**config.mk**
```make
export PLATFORM = sky130hd
export DESIGN_NAME = k_means_controller
export DESIGN_NICKNAME = d
export VERILOG_FILES = /design/src/rtl/k_means_controller.sv
export SDC_FILE = /design/constraint.sdc
export NUM_CORES = 1
export LEC_CHECK = 0
export BUFFER_PORTS_ARGS = -buffer_cell sky130_fd_sc_hd__buf_4
export CORE_MARGIN = 5
export CORE_UTILIZATION = 50
export CTS_BUF_LIST = sky130_fd_sc_hd__clkbuf_8
export DETAILED_ROUTE_END_ITERATION = 16
export HOLD_SLACK_MARGIN = 0.1
export PLACE_DENSITY = 0.71
export SETUP_SLACK_MARGIN = 0.5
export SLEW_MARGIN = 25
export SYNTH_ARGS = -nofsm -noshare
export SYNTH_HDL_FRONTEND = slang
export SYNTH_SLANG_ARGS = --single-unit
```
**constraint.sdc**
```tcl
create_clock -name clk_in -period 6.3 [get_ports clk_in]
set_input_delay 0.315 -clock clk_in [delete_from_list [all_inputs] [get_ports clk_in]]
set_output_delay 0.315 -clock clk_in [all_outputs]
set_load 0.01 [all_outputs]
```
**src/rtl/k_means_controller.sv**
```systemverilog
// -----------------------------------------------------------------------------
// k_means_controller
//
// Iteration controller for the three-centroid k_means clusterer. It holds the
// current centroids, which feed k_means for a whole frame. At every frame end
// it pulses tabulate and waits for the divided centroids to come back. Each
// returned centroid that is out of range is rejected, which also covers the
// empty-cluster divide result. It then measures how far each centroid moved
// and publishes the result.
//
// Optional build macro: CENTROID_SORT_EN
//   When defined, the accepted centroids are reordered by ascending x before
//   they are published and fed back. This adds one cycle to the update latency.
//
// Ports
//   clk_in, rst_in        clock, asynchronous active-high reset
//   frame_end_in          last pixel of the frame accumulated (pulse)
//   tabulate_out          request to k_means to divide its sums (pulse)
//   km_valid_in           k_means quotients valid (pulse)
//   km_{a,b,c}_{x,y}_in   k_means quotients (x 11 bit, y 10 bit)
//   cent_{a,b,c}_{x,y}_out current centroids, fed back to k_means
//   cent_valid_out        centroids updated this cycle (pulse)
//   converged_out         every centroid moved <= CONV_THRESH last iteration
//   timeout_out           sticky: k_means failed to answer a tabulate
//   iter_count_out        completed iterations, saturating
// -----------------------------------------------------------------------------
module k_means_controller #(
    parameter int H_ACTIVE    = 1280,
    parameter int V_ACTIVE    = 720,
    parameter int TIMEOUT     = 256,
    parameter int CONV_THRESH = 4
) (
    input  logic        clk_in,
    input  logic        rst_in,
    input  logic        frame_end_in,
    output logic        tabulate_out,
    input  logic        km_valid_in,
    input  logic [10:0] km_a_x_in,
    input  logic [9:0]  km_a_y_in,
    input  logic [10:0] km_b_x_in,
    input  logic [9:0]  km_b_y_in,
    input  logic [10:0] km_c_x_in,
    input  logic [9:0]  km_c_y_in,
    output logic [10:0] cent_a_x_out,
    output logic [9:0]  cent_a_y_out,
    output logic [10:0] cent_b_x_out,
    output logic [9:0]  cent_b_y_out,
    output logic [10:0] cent_c_x_out,
    output logic [9:0]  cent_c_y_out,
    output logic        cent_valid_out,
    output logic        converged_out,
    output logic        timeout_out,
    output logic [15:0] iter_count_out
);

    localparam int                TMR_W    = $clog2(TIMEOUT + 1);
    localparam logic [TMR_W-1:0]  TMR_LAST = TMR_W'(TIMEOUT - 1);
    localparam logic [10:0]       H_LIM    = 11'(H_ACTIVE);
    localparam logic [9:0]        V_LIM    = 10'(V_ACTIVE);
    localparam logic [10:0]       SEED_AX  = 11'(H_ACTIVE / 6);
    localparam logic [10:0]       SEED_BX  = 11'(H_ACTIVE / 2);
    localparam logic [10:0]       SEED_CX  = 11'((5 * H_ACTIVE) / 6);
    localparam logic [9:0]        SEED_Y   = 10'(V_ACTIVE / 2);
    localparam logic [11:0]       THRESH   = 12'(CONV_THRESH);

    typedef enum logic [2:0] {
        S_IDLE, S_TAB, S_WAIT, S_UPDATE, S_SORT, S_PUBLISH
    } state_t;

    // |dx| + |dy| between a new and an old centroid.
    function automatic logic [11:0] manhattan(input logic [10:0] nx, input logic [10:0] ox,
                                              input logic [9:0]  ny, input logic [9:0]  oy);
        logic signed [11:0] dx;
        logic signed [10:0] dy;
        logic [11:0]        adx;
        logic [11:0]        ady;
        dx  = $signed({1'b0, nx}) - $signed({1'b0, ox});
        dy  = $signed({1'b0, ny}) - $signed({1'b0, oy});
        adx = dx[11] ? 12'(-dx) : 12'(dx);
        ady = dy[10] ? 12'(-dy) : 12'(dy);
        return adx + ady;
    endfunction

    function automatic logic [15:0] sat_inc16(input logic [15:0] v);
        return (v == 16'hFFFF) ? v : v + 16'd1;
    endfunction

    state_t            r_state, w_next;
    logic [TMR_W-1:0]  r_timer;
    logic              w_tab, w_cvalid, w_timeout_hit;
    logic [10:0]       r_km_ax, r_km_bx, r_km_cx;
    logic [9:0]        r_km_ay, r_km_by, r_km_cy;
    logic [10:0]       r_cent_ax, r_cent_bx, r_cent_cx;
    logic [9:0]        r_cent_ay, r_cent_by, r_cent_cy;
    logic              r_conv, r_timeout;
    logic [15:0]       r_iter;
    logic              w_ok_a, w_ok_b, w_ok_c;
    logic [10:0]       w_sel_ax, w_sel_bx, w_sel_cx;
    logic [9:0]        w_sel_ay, w_sel_by, w_sel_cy;
    logic [11:0]       w_mv_a, w_mv_b, w_mv_c;
    logic              w_conv;

    // Rejection: an out-of-range quotient keeps the old centroid and counts as no move.
    assign w_ok_a   = (r_km_ax < H_LIM) && (r_km_ay < V_LIM);
    assign w_ok_b   = (r_km_bx < H_LIM) && (r_km_by < V_LIM);
    assign w_ok_c   = (r_km_cx < H_LIM) && (r_km_cy < V_LIM);
    assign w_sel_ax = w_ok_a ? r_km_ax : r_cent_ax;
    assign w_sel_ay = w_ok_a ? r_km_ay : r_cent_ay;
    assign w_sel_bx = w_ok_b ? r_km_bx : r_cent_bx;
    assign w_sel_by = w_ok_b ? r_km_by : r_cent_by;
    assign w_sel_cx = w_ok_c ? r_km_cx : r_cent_cx;
    assign w_sel_cy = w_ok_c ? r_km_cy : r_cent_cy;
    assign w_mv_a   = w_ok_a ? manhattan(r_km_ax, r_cent_ax, r_km_ay, r_cent_ay) : 12'd0;
    assign w_mv_b   = w_ok_b ? manhattan(r_km_bx, r_cent_bx, r_km_by, r_cent_by) : 12'd0;
    assign w_mv_c   = w_ok_c ? manhattan(r_km_cx, r_cent_cx, r_km_cy, r_cent_cy) : 12'd0;
    assign w_conv   = (w_mv_a <= THRESH) && (w_mv_b <= THRESH) && (w_mv_c <= THRESH);

`ifdef CENTROID_SORT_EN
    // Accepted centroids packed as {x, y}, held for the sort cycle.
    logic [20:0] r_sel0, r_sel1, r_sel2;
    logic        r_conv_pend;
    logic [20:0] w_srt0, w_srt1, w_srt2, w_tmp;

    // Three-element bubble sort on x; strict compares keep tied slots in order.
    always_comb begin
        w_srt0 = r_sel0;
        w_srt1 = r_sel1;
        w_srt2 = r_sel2;
        w_tmp  = '0;
        if (w_srt0[20:10] > w_srt1[20:10]) begin
            w_tmp = w_srt0; w_srt0 = w_srt1; w_srt1 = w_tmp;
        end
        if (w_srt1[20:10] > w_srt2[20:10]) begin
            w_tmp = w_srt1; w_srt1 = w_srt2; w_srt2 = w_tmp;
        end
        if (w_srt0[20:10] > w_srt1[20:10]) begin
            w_tmp = w_srt0; w_srt0 = w_srt1; w_srt1 = w_tmp;
        end
    end
`endif

    always_comb begin
        w_next        = r_state;
        w_tab         = 1'b0;
        w_cvalid      = 1'b0;
        w_timeout_hit = 1'b0;
        case (r_state)
            S_IDLE:    if (frame_end_in) w_next = S_TAB;
            S_TAB: begin
                w_tab  = 1'b1;
                w_next = S_WAIT;
            end
            // A valid arriving on the last timer cycle takes priority over the abort.
            S_WAIT: begin
                if (km_valid_in) begin
                    w_next = S_UPDATE;
                end else if (r_timer == TMR_LAST) begin
                    w_next        = S_IDLE;
                    w_timeout_hit = 1'b1;
                end
            end
`ifdef CENTROID_SORT_EN
            S_UPDATE:  w_next = S_SORT;
`else
            S_UPDATE:  w_next = S_PUBLISH;
`endif
            S_SORT:    w_next = S_PUBLISH;
            S_PUBLISH: begin
                w_cvalid = 1'b1;
                w_next   = S_IDLE;
            end
            default:   w_next = S_IDLE;
        endcase
    end

    always_ff @(posedge clk_in or posedge rst_in) begin
        if (rst_in) begin
            r_state   <= S_IDLE;
            r_timer   <= '0;
            r_cent_ax <= SEED_AX;
            r_cent_ay <= SEED_Y;
            r_cent_bx <= SEED_BX;
            r_cent_by <= SEED_Y;
            r_cent_cx <= SEED_CX;
            r_cent_cy <= SEED_Y;
            r_conv    <= 1'b0;
            r_timeout <= 1'b0;
            r_iter    <= '0;
        end else begin
            r_state <= w_next;
            if (r_state == S_TAB) begin
                r_timer <= '0;
            end else if (r_state == S_WAIT) begin
                r_timer <= r_timer + TMR_W'(1);
            end
            if (w_timeout_hit) begin
                r_timeout <= 1'b1;
            end
            // Centroids, flag and count are committed together on the edge into PUBLISH.
`ifdef CENTROID_SORT_EN
            if (r_state == S_SORT) begin
                {r_cent_ax, r_cent_ay} <= w_srt0;
                {r_cent_bx, r_cent_by} <= w_srt1;
                {r_cent_cx, r_cent_cy} <= w_srt2;
                r_conv                 <= r_conv_pend;
                r_iter                 <= sat_inc16(r_iter);
            end
`else
            if (r_state == S_UPDATE) begin
                r_cent_ax <= w_sel_ax;
                r_cent_ay <= w_sel_ay;
                r_cent_bx <= w_sel_bx;
                r_cent_by <= w_sel_by;
                r_cent_cx <= w_sel_cx;
                r_cent_cy <= w_sel_cy;
                r_conv    <= w_conv;
                r_iter    <= sat_inc16(r_iter);
            end
`endif
        end
    end

    // Data-only registers: no reset needed, always written before use.
    always_ff @(posedge clk_in) begin
        if ((r_state == S_WAIT) && km_valid_in) begin
            r_km_ax <= km_a_x_in;
            r_km_ay <= km_a_y_in;
            r_km_bx <= km_b_x_in;
            r_km_by <= km_b_y_in;
            r_km_cx <= km_c_x_in;
            r_km_cy <= km_c_y_in;
        end
`ifdef CENTROID_SORT_EN
        if (r_state == S_UPDATE) begin
            r_sel0      <= {w_sel_ax, w_sel_ay};
            r_sel1      <= {w_sel_bx, w_sel_by};
            r_sel2      <= {w_sel_cx, w_sel_cy};
            r_conv_pend <= w_conv;
        end
`endif
    end

    assign tabulate_out   = w_tab;
    assign cent_valid_out = w_cvalid;
    assign cent_a_x_out   = r_cent_ax;
    assign cent_a_y_out   = r_cent_ay;
    assign cent_b_x_out   = r_cent_bx;
    assign cent_b_y_out   = r_cent_by;
    assign cent_c_x_out   = r_cent_cx;
    assign cent_c_y_out   = r_cent_cy;
    assign converged_out  = r_conv;
    assign timeout_out    = r_timeout;
    assign iter_count_out = r_iter;

endmodule

```
==> impl_metrics.env, run 1 <==
export IMPL_status="finished, final reports clean"
export IMPL_grt_max_degree=64
export IMPL_antenna_left=0
export IMPL_grt_pass1_vias=8433
export IMPL_r2r_cells=24
export IMPL_clk_transition_reported_paths_ps=100
export IMPL_syn_inst=1106
export IMPL_worstSetupPathType="reg -> reg"
export IMPL_crit_family="compound AO/OA/AOI/OAI gates"
export IMPL_synth_edf_count=63
export IMPL_crit_path_top_delay_cell="a21oi_1"
export IMPL_coreArea_um2=21600
export IMPL_r2r_start="r_km_ay[0]$_DFFE_PP_"
export IMPL_tns_ps=0
export IMPL_clock_root_buffer="clkbuf_8"
export IMPL_setup_viol=0
export IMPL_min_period_over_period=0.832
export IMPL_overflow=0
export IMPL_finalMaxSlewViolations=0
export IMPL_tritoncts="built"
export IMPL_num_rows=54
export IMPL_rsz0062_at_grt="false"
export IMPL_place_hpwl_um=17800
export IMPL_synth_nets=1287
export IMPL_fp_dieW_um=158
export IMPL_ys_ff_latch=156
export IMPL_clock_skew_ps=17.3
export IMPL_numCtsBuffers=17
export IMPL_hold_path_class="in -> reg"
export IMPL_max_cap_violations=0
export IMPL_slew_headroom=0.406
export IMPL_crit_chain="inv_1 -> ha_1 -> inv_1 -> fa_1 -> nand2_1 -> nand2_1 -> a21oi_1 -> o21bai_1 -> a21oi_1 -> o21ai_1 -> a21o_1 -> a21oi_1 -> o21ai_0 -> fa_1 -> a21o_1 -> a21oi_1 -> nor2b_1 -> o31a_1 -> o21ai_1 -> xor2_1 -> a31oi_1 -> nor4_1 -> a221oi_1 -> nor3_2"
export IMPL_cp_required_ps=6700
export IMPL_fin_ws_ps=1060
export IMPL_die_h_um=158
export IMPL_yosysWarnings=0
export IMPL_drive_gt1_frac=0.212
export IMPL_ys_seq_area_frac=0.390
export IMPL_grt_use_total=0.197
export IMPL_io_buffer_count=149
export IMPL_startpoint="r_km_ay[0]$_DFFE_PP_"
export IMPL_critPathMaxFanout=11
export IMPL_cp_end_kind="register"
export IMPL_place_ws_ps=1110
export IMPL_cts_buffer_depth=2
export IMPL_ios=150
export IMPL_avgRoutedWirePerCell_um=14.8
export IMPL_die_area_um2=24800
export IMPL_n_fill_cell=1814
export IMPL_cp_common_cell="a21oi_1"
export IMPL_arrival_ps=5640
export IMPL_min_from="frame_end_in"
export IMPL_fmax_ghz=0.191
export IMPL_final_nets=1510
export IMPL_gp_congestion=0.839
export IMPL_hold_viol_final=0
export IMPL_drt_total_wl_um=24000
export IMPL_hold_depth=3
export IMPL_grt_pass1_wl_um=40000
export IMPL_antenna_diode_count=0
export IMPL_start_util=0.504
export IMPL_clock_latency_ps=470
export IMPL_synth_area_um2=10900
export IMPL_path_depth=24
export IMPL_async_flop_share=0.596
export IMPL_vias=8560
export IMPL_cts_sinks=156
export IMPL_vias_per_cell=5.28
export IMPL_drc=0
export IMPL_critPathLaunchType="register"
export IMPL_fin_crit_ps=5240
export IMPL_yosys_most_used_dff="dfrtp_1"
export IMPL_worst_path_largest_cell_delay_ps=570
export IMPL_critPathBufInv=2
export IMPL_drtPass1Iterations=5
export IMPL_avgSynthCellArea_um2=9.85
export IMPL_utilization=0.619
export IMPL_syn_to_final_growth_pct=22.9
export IMPL_tightest_slew_ps=890
export IMPL_drt_iter0_markers=306
export IMPL_antenna_found_initial=0
export IMPL_htreeDepth=4
export IMPL_synth_cell_type_count=70
## cell families (layout without fill, tap and decap cells)
| family | after synthesis | in the layout | synth area share |
|---|---|---|---|
| adder cells (fa/ha/maj) | 114 | 114 | 0.137 |
| flip-flops | 156 | 156 | 0.390 |
| AND/OR/NAND/NOR | 302 | 302 | 0.138 |
| buffers and inverters | 119 | 355 | 0.0410 |
| XOR/XNOR | 126 | 126 | 0.102 |
| multiplexers | 56 | 56 | 0.0578 |
| AO/OA/AOI/OAI | 233 | 233 | 0.134 |
## area by class of cell
| type | count | area [µm²] | area share |
|---|---|---|---|
| repair buffers | 218 | 1800 | 0.134 |
| clock buffers | 18 | 248 | 0.0185 |
| inverters | 105 | 397 | 0.0296 |
| multi-input cells | 831 | 6200 | 0.463 |
| flip-flops and latches | 156 | 4250 | 0.317 |
| clock inverters | 14 | 148 | 0.0110 |
| well taps | 280 | 350 | 0.0262 |
## cell usage after synthesis, types with 23 or more instances
cell      count  area share
inv_1       101       0.035
mux2_2       55       0.057
dfrtp_1      70        0.16
dfstp_2      23       0.055
nand2_1      91       0.031
xnor2_1      84       0.068
xor2_1       41       0.033
o21ai_0      53       0.024
ha_1        105        0.12
edfxtp_1     63        0.17
a21oi_1      56       0.026
nor2_1       66       0.023
## metrics by stage
stage          cells  area [µm²]  hold WS [ps]
2_1_floorplan   1106       10900           414
3_3_place_gp    1525       12300           343
6_report        1622       13400           149
3_5_place_dp    1525       12300           351
4_1_cts         1622       13400           110
5_1_grt         1622       13400           145
## metal layers
| metal | vias to the layer above | track usage | routed length, µm |
|---|---|---|---|
| met5 | - | 0 | 0 |
| met4 | 0 | 0.0442 | 252 |
| met3 | 21 | 0.0465 | 1070 |
| met2 | 145 | 0.336 | 11700 |
| met1 | 4037 | 0.256 | 10900 |
| li1 | 4357 | - | - |
## sequential cells by signal, summed over array words and instances, names as in the netlist
register,count
cent_a_x_out,11
cent_a_y_out,10
cent_b_x_out,11
cent_b_y_out,10
cent_c_x_out,11
cent_c_y_out,10
converged_out,1
iter_count_out,16
r_km_ax,11
r_km_ay,10
r_km_bx,11
r_km_by,10
r_km_cx,11
r_km_cy,10
r_state,3
r_timer,9
timeout_out,1
## layout by cell type, fill, tap and decap left out, types with 6 or more instances in the layout
| cell type | count |
|---|---|
| dfstp_2 | 23 |
| dlygate4sd3_1 | 65 |
| o211ai_1 | 7 |
| clkbuf_8 | 18 |
| buf_4 | 153 |
| mux2_2 | 55 |
| ha_1 | 105 |
| nor2_1 | 66 |
| nor3_1 | 19 |
| o21a_1 | 11 |
| nand2b_1 | 15 |
| a21oi_1 | 56 |
| a31oi_1 | 9 |
| nand4_1 | 8 |
| nand2_1 | 91 |
| edfxtp_1 | 63 |
| nor2b_1 | 19 |
| xor2_1 | 41 |
| nand3_1 | 18 |
| or3_1 | 14 |
| o21ai_0 | 53 |
| dfrtp_1 | 70 |
| xnor2_1 | 84 |
| o21ai_1 | 22 |
| o31ai_1 | 9 |
| inv_1 | 100 |
| and3_1 | 13 |
| a21o_1 | 17 |
| fa_1 | 9 |
| or2_2 | 6 |
## path summary, 6_finish.rpt
kind / to / slack (ps)
max: converged_out$_DFFE_PP0P_ / 1060
min: r_state[0]$_DFFE_PP0P_ / 150
max reg2reg: converged_out$_DFFE_PP0P_ / 1060
min reg2reg: timeout_out$_DFFE_PP0P_ / 470
max in group asynchronous: cent_a_x_out[3]$_DFFE_PP0P_ / 4650
min in group asynchronous: cent_c_x_out[0]$_DFFE_PP0P_ / 420
## worst reg2reg max path: stages (launching register included)
cell and delay, ps:
edfxtp_1 360, inv_1 70, ha_1 150, inv_1 50
fa_1 390, nand2_1 70, nand2_1 50, a21oi_1 210
o21bai_1 90, a21oi_1 220, o21ai_1 140, a21o_1 190
a21oi_1 570, o21ai_0 330, fa_1 490, a21o_1 170
a21oi_1 200, nor2b_1 80, o31a_1 270, o21ai_1 180
xor2_1 170, a31oi_1 100, nor4_1 310, a221oi_1 130
nor3_2 170
## timing repair
action,4_1_cts,5_1_grt
hold endpoints to repair,85,0
setup buffers,0,0
gates resized for setup,0,0
hold buffers,65,0
Power of run 1 is not shown: default switching activity piles up to over one toggle a cycle in this logic, so the estimate is an artifact.
==> run 2, diff against run 1 <==
==> constraint.sdc (replaced) <==
create_clock -name clk_in -period 4.9 [get_ports clk_in]
set_input_delay 0.245 -clock clk_in [delete_from_list [all_inputs] [get_ports clk_in]]
set_output_delay 0.245 -clock clk_in [all_outputs]
set_load 0.01 [all_outputs]
==> run 2 against run 1 <==
Critical path depth is 3 lower. Largest cell class unchanged. Final cell count rose by 2.0%. Critical endpoint unchanged. Count of clock-buffer cells in the layout is 1 lower. Core utilization is 3.0 points higher. Sequential share of layout area decreased by 1.5 points. Fmax rose by 20%. Via count up 2.4%. Hold slack improved by 260 ps. First-iteration DRC count fell by 8.8%.
==> impl_metrics.env, run 2 (synthesized netlist as in run 1, its figures left out) <==
export IMPL_status="finished, final reports clean"
export IMPL_slew_headroom=0.529
export IMPL_cp_end_kind="register"
export IMPL_drc=0
export IMPL_overflow=0
export IMPL_clk_transition_reported_paths_ps=100
export IMPL_n_fill_cell=1754
export IMPL_rsz0062_at_grt="true"
export IMPL_grt_use_total=0.202
export IMPL_finalMaxSlewViolations=0
export IMPL_clock_skew_ps=14.9
export IMPL_drtPass1Iterations=5
export IMPL_syn_to_final_growth_pct=28.9
export IMPL_num_rows=54
export IMPL_worstSetupPathType="reg -> reg"
export IMPL_multi_input_area_um2=6580
export IMPL_hold_path_class="in -> async"
export IMPL_coreArea_um2=21600
export IMPL_final_nets=1542
export IMPL_setup_viol=0
export IMPL_vias=8766
export IMPL_cts_buffer_depth=2
export IMPL_largest_reg_flops=16
export IMPL_max_cap_violations=0
export IMPL_avgRoutedWirePerCell_um=15.2
export IMPL_tritoncts="built"
export IMPL_tns_ps=0
export IMPL_antenna_left=0
export IMPL_antenna_diode_count=0
export IMPL_drt_iter0_markers=279
export IMPL_fp_dieW_um=158
export IMPL_vias_per_cell=5.30
export IMPL_arrival_ps=4740
export IMPL_layout_commonest_cell="buf_4"
export IMPL_start_util=0.504
export IMPL_tightest_slew_ps=707
export IMPL_holdWs_ps=405
export IMPL_clock_root_buffer="clkbuf_8"
export IMPL_grt_pass1_vias=8598
export IMPL_final_cell_mix="buf_4, ha_1, inv_1, nand2_1, xnor2_1"
export IMPL_seqCellArea_um2=4250
export IMPL_critPathLaunchType="register"
export IMPL_fmax_ghz=0.229
export IMPL_antenna_found_initial=0
export IMPL_fin_crit_ps=4360
export IMPL_critPathMaxFanout=5
export IMPL_place_hpwl_um=18000
export IMPL_io_buffer_count=149
export IMPL_cp_required_ps=5280
export IMPL_die_h_um=158
export IMPL_gp_congestion=0.845
export IMPL_cts_sinks=156
export IMPL_grt_max_degree=52
export IMPL_clock_latency_ps=460
export IMPL_grt_pass1_wl_um=40900
export IMPL_drt_total_wl_um=25100
export IMPL_drive_gt1_frac=0.279
export IMPL_hold_viol_final=0
export IMPL_min_period_over_period=0.890
export IMPL_htreeDepth=4
export IMPL_die_area_um2=24800
export IMPL_numCtsBuffers=17
export IMPL_ios=150
## run 2: worst paths after layout
check | from | to | slack, ps | cells after the start
max | r_km_by[0]$_DFFE_PP_ | converged_out$_DFFE_PP0P_ | 540 | 21
max in group asynchronous | rst_in | cent_a_x_out[10]$_DFFE_PP0P_ | 3410 | 4
max reg2reg | r_km_by[0]$_DFFE_PP_ | converged_out$_DFFE_PP0P_ | 540 | 21
min in group clk_in | r_timer[7]$_DFFE_PP0P_ | r_timer[7]$_DFFE_PP0P_ | 480 | 1
min | rst_in | cent_c_x_out[0]$_DFFE_PP0P_ | 400 | 3
min reg2reg | r_timer[7]$_DFFE_PP0P_ | r_timer[7]$_DFFE_PP0P_ | 480 | 1
## run 2: cell type report
class / count / area share
clock buffers: 17 / 0.0167
clock inverters: 15 / 0.0125
inverters: 105 / 0.0282
multi-input cells: 831 / 0.469
flip-flops and latches: 156 / 0.302
well taps: 280 / 0.0249
repair buffers: 250 / 0.146
## run 2: repair_timing
| item | 4_1_cts | 5_1_grt |
|---|---|---|
| endpoints found under the setup margin | 1 | 1 |
| endpoints found under the hold margin | 94 | 0 |
| pin swaps | 17 | 47 |
| gates resized for setup | 29 | 61 |
| hold buffers | 66 | 0 |
| setup buffers | 10 | 17 |
## run 2: worst max-delay path, cell delays in order (launching register included)
cell and delay (ps):
edfxtp_1 400, inv_2 90, ha_4 130, inv_2 40
fa_2 390, buf_4 150, xnor2_2 220, nand3_1 180
or3_1 360, or3_1 350, o31ai_2 230, xnor2_1 190
ha_1 320, a21oi_1 170, nor2_1 60, nor2_1 100
nand4_1 110, nor4_2 290, nand3_1 130, nor3_2 150
a21oi_2 90, nor3_2 160
## run 2: through the flow
step                 util  instance area [µm²]  std cells  worst slack [ps]
finish              0.650                14000       1654               537
detailed placement  0.573                12400       1529               116
global route        0.650                14000       1654               285
CTS                 0.631                13600       1637               507
global placement    0.573                12400       1529               299
floorplan               -                10900       1106               534
## run 2: layer usage
metal  wire [µm]  part of all wire  vias to the layer above  global-route usage
met4         364             0.014                        0              0.0492
met5           0                 0                        -                   0
met2       12400              0.49                      155               0.347
met3        1160             0.046                       35              0.0465
met1       11200              0.45                     4148               0.259
li1            -                 -                     4428                   -
Power of run 2 is left out for the same reason.
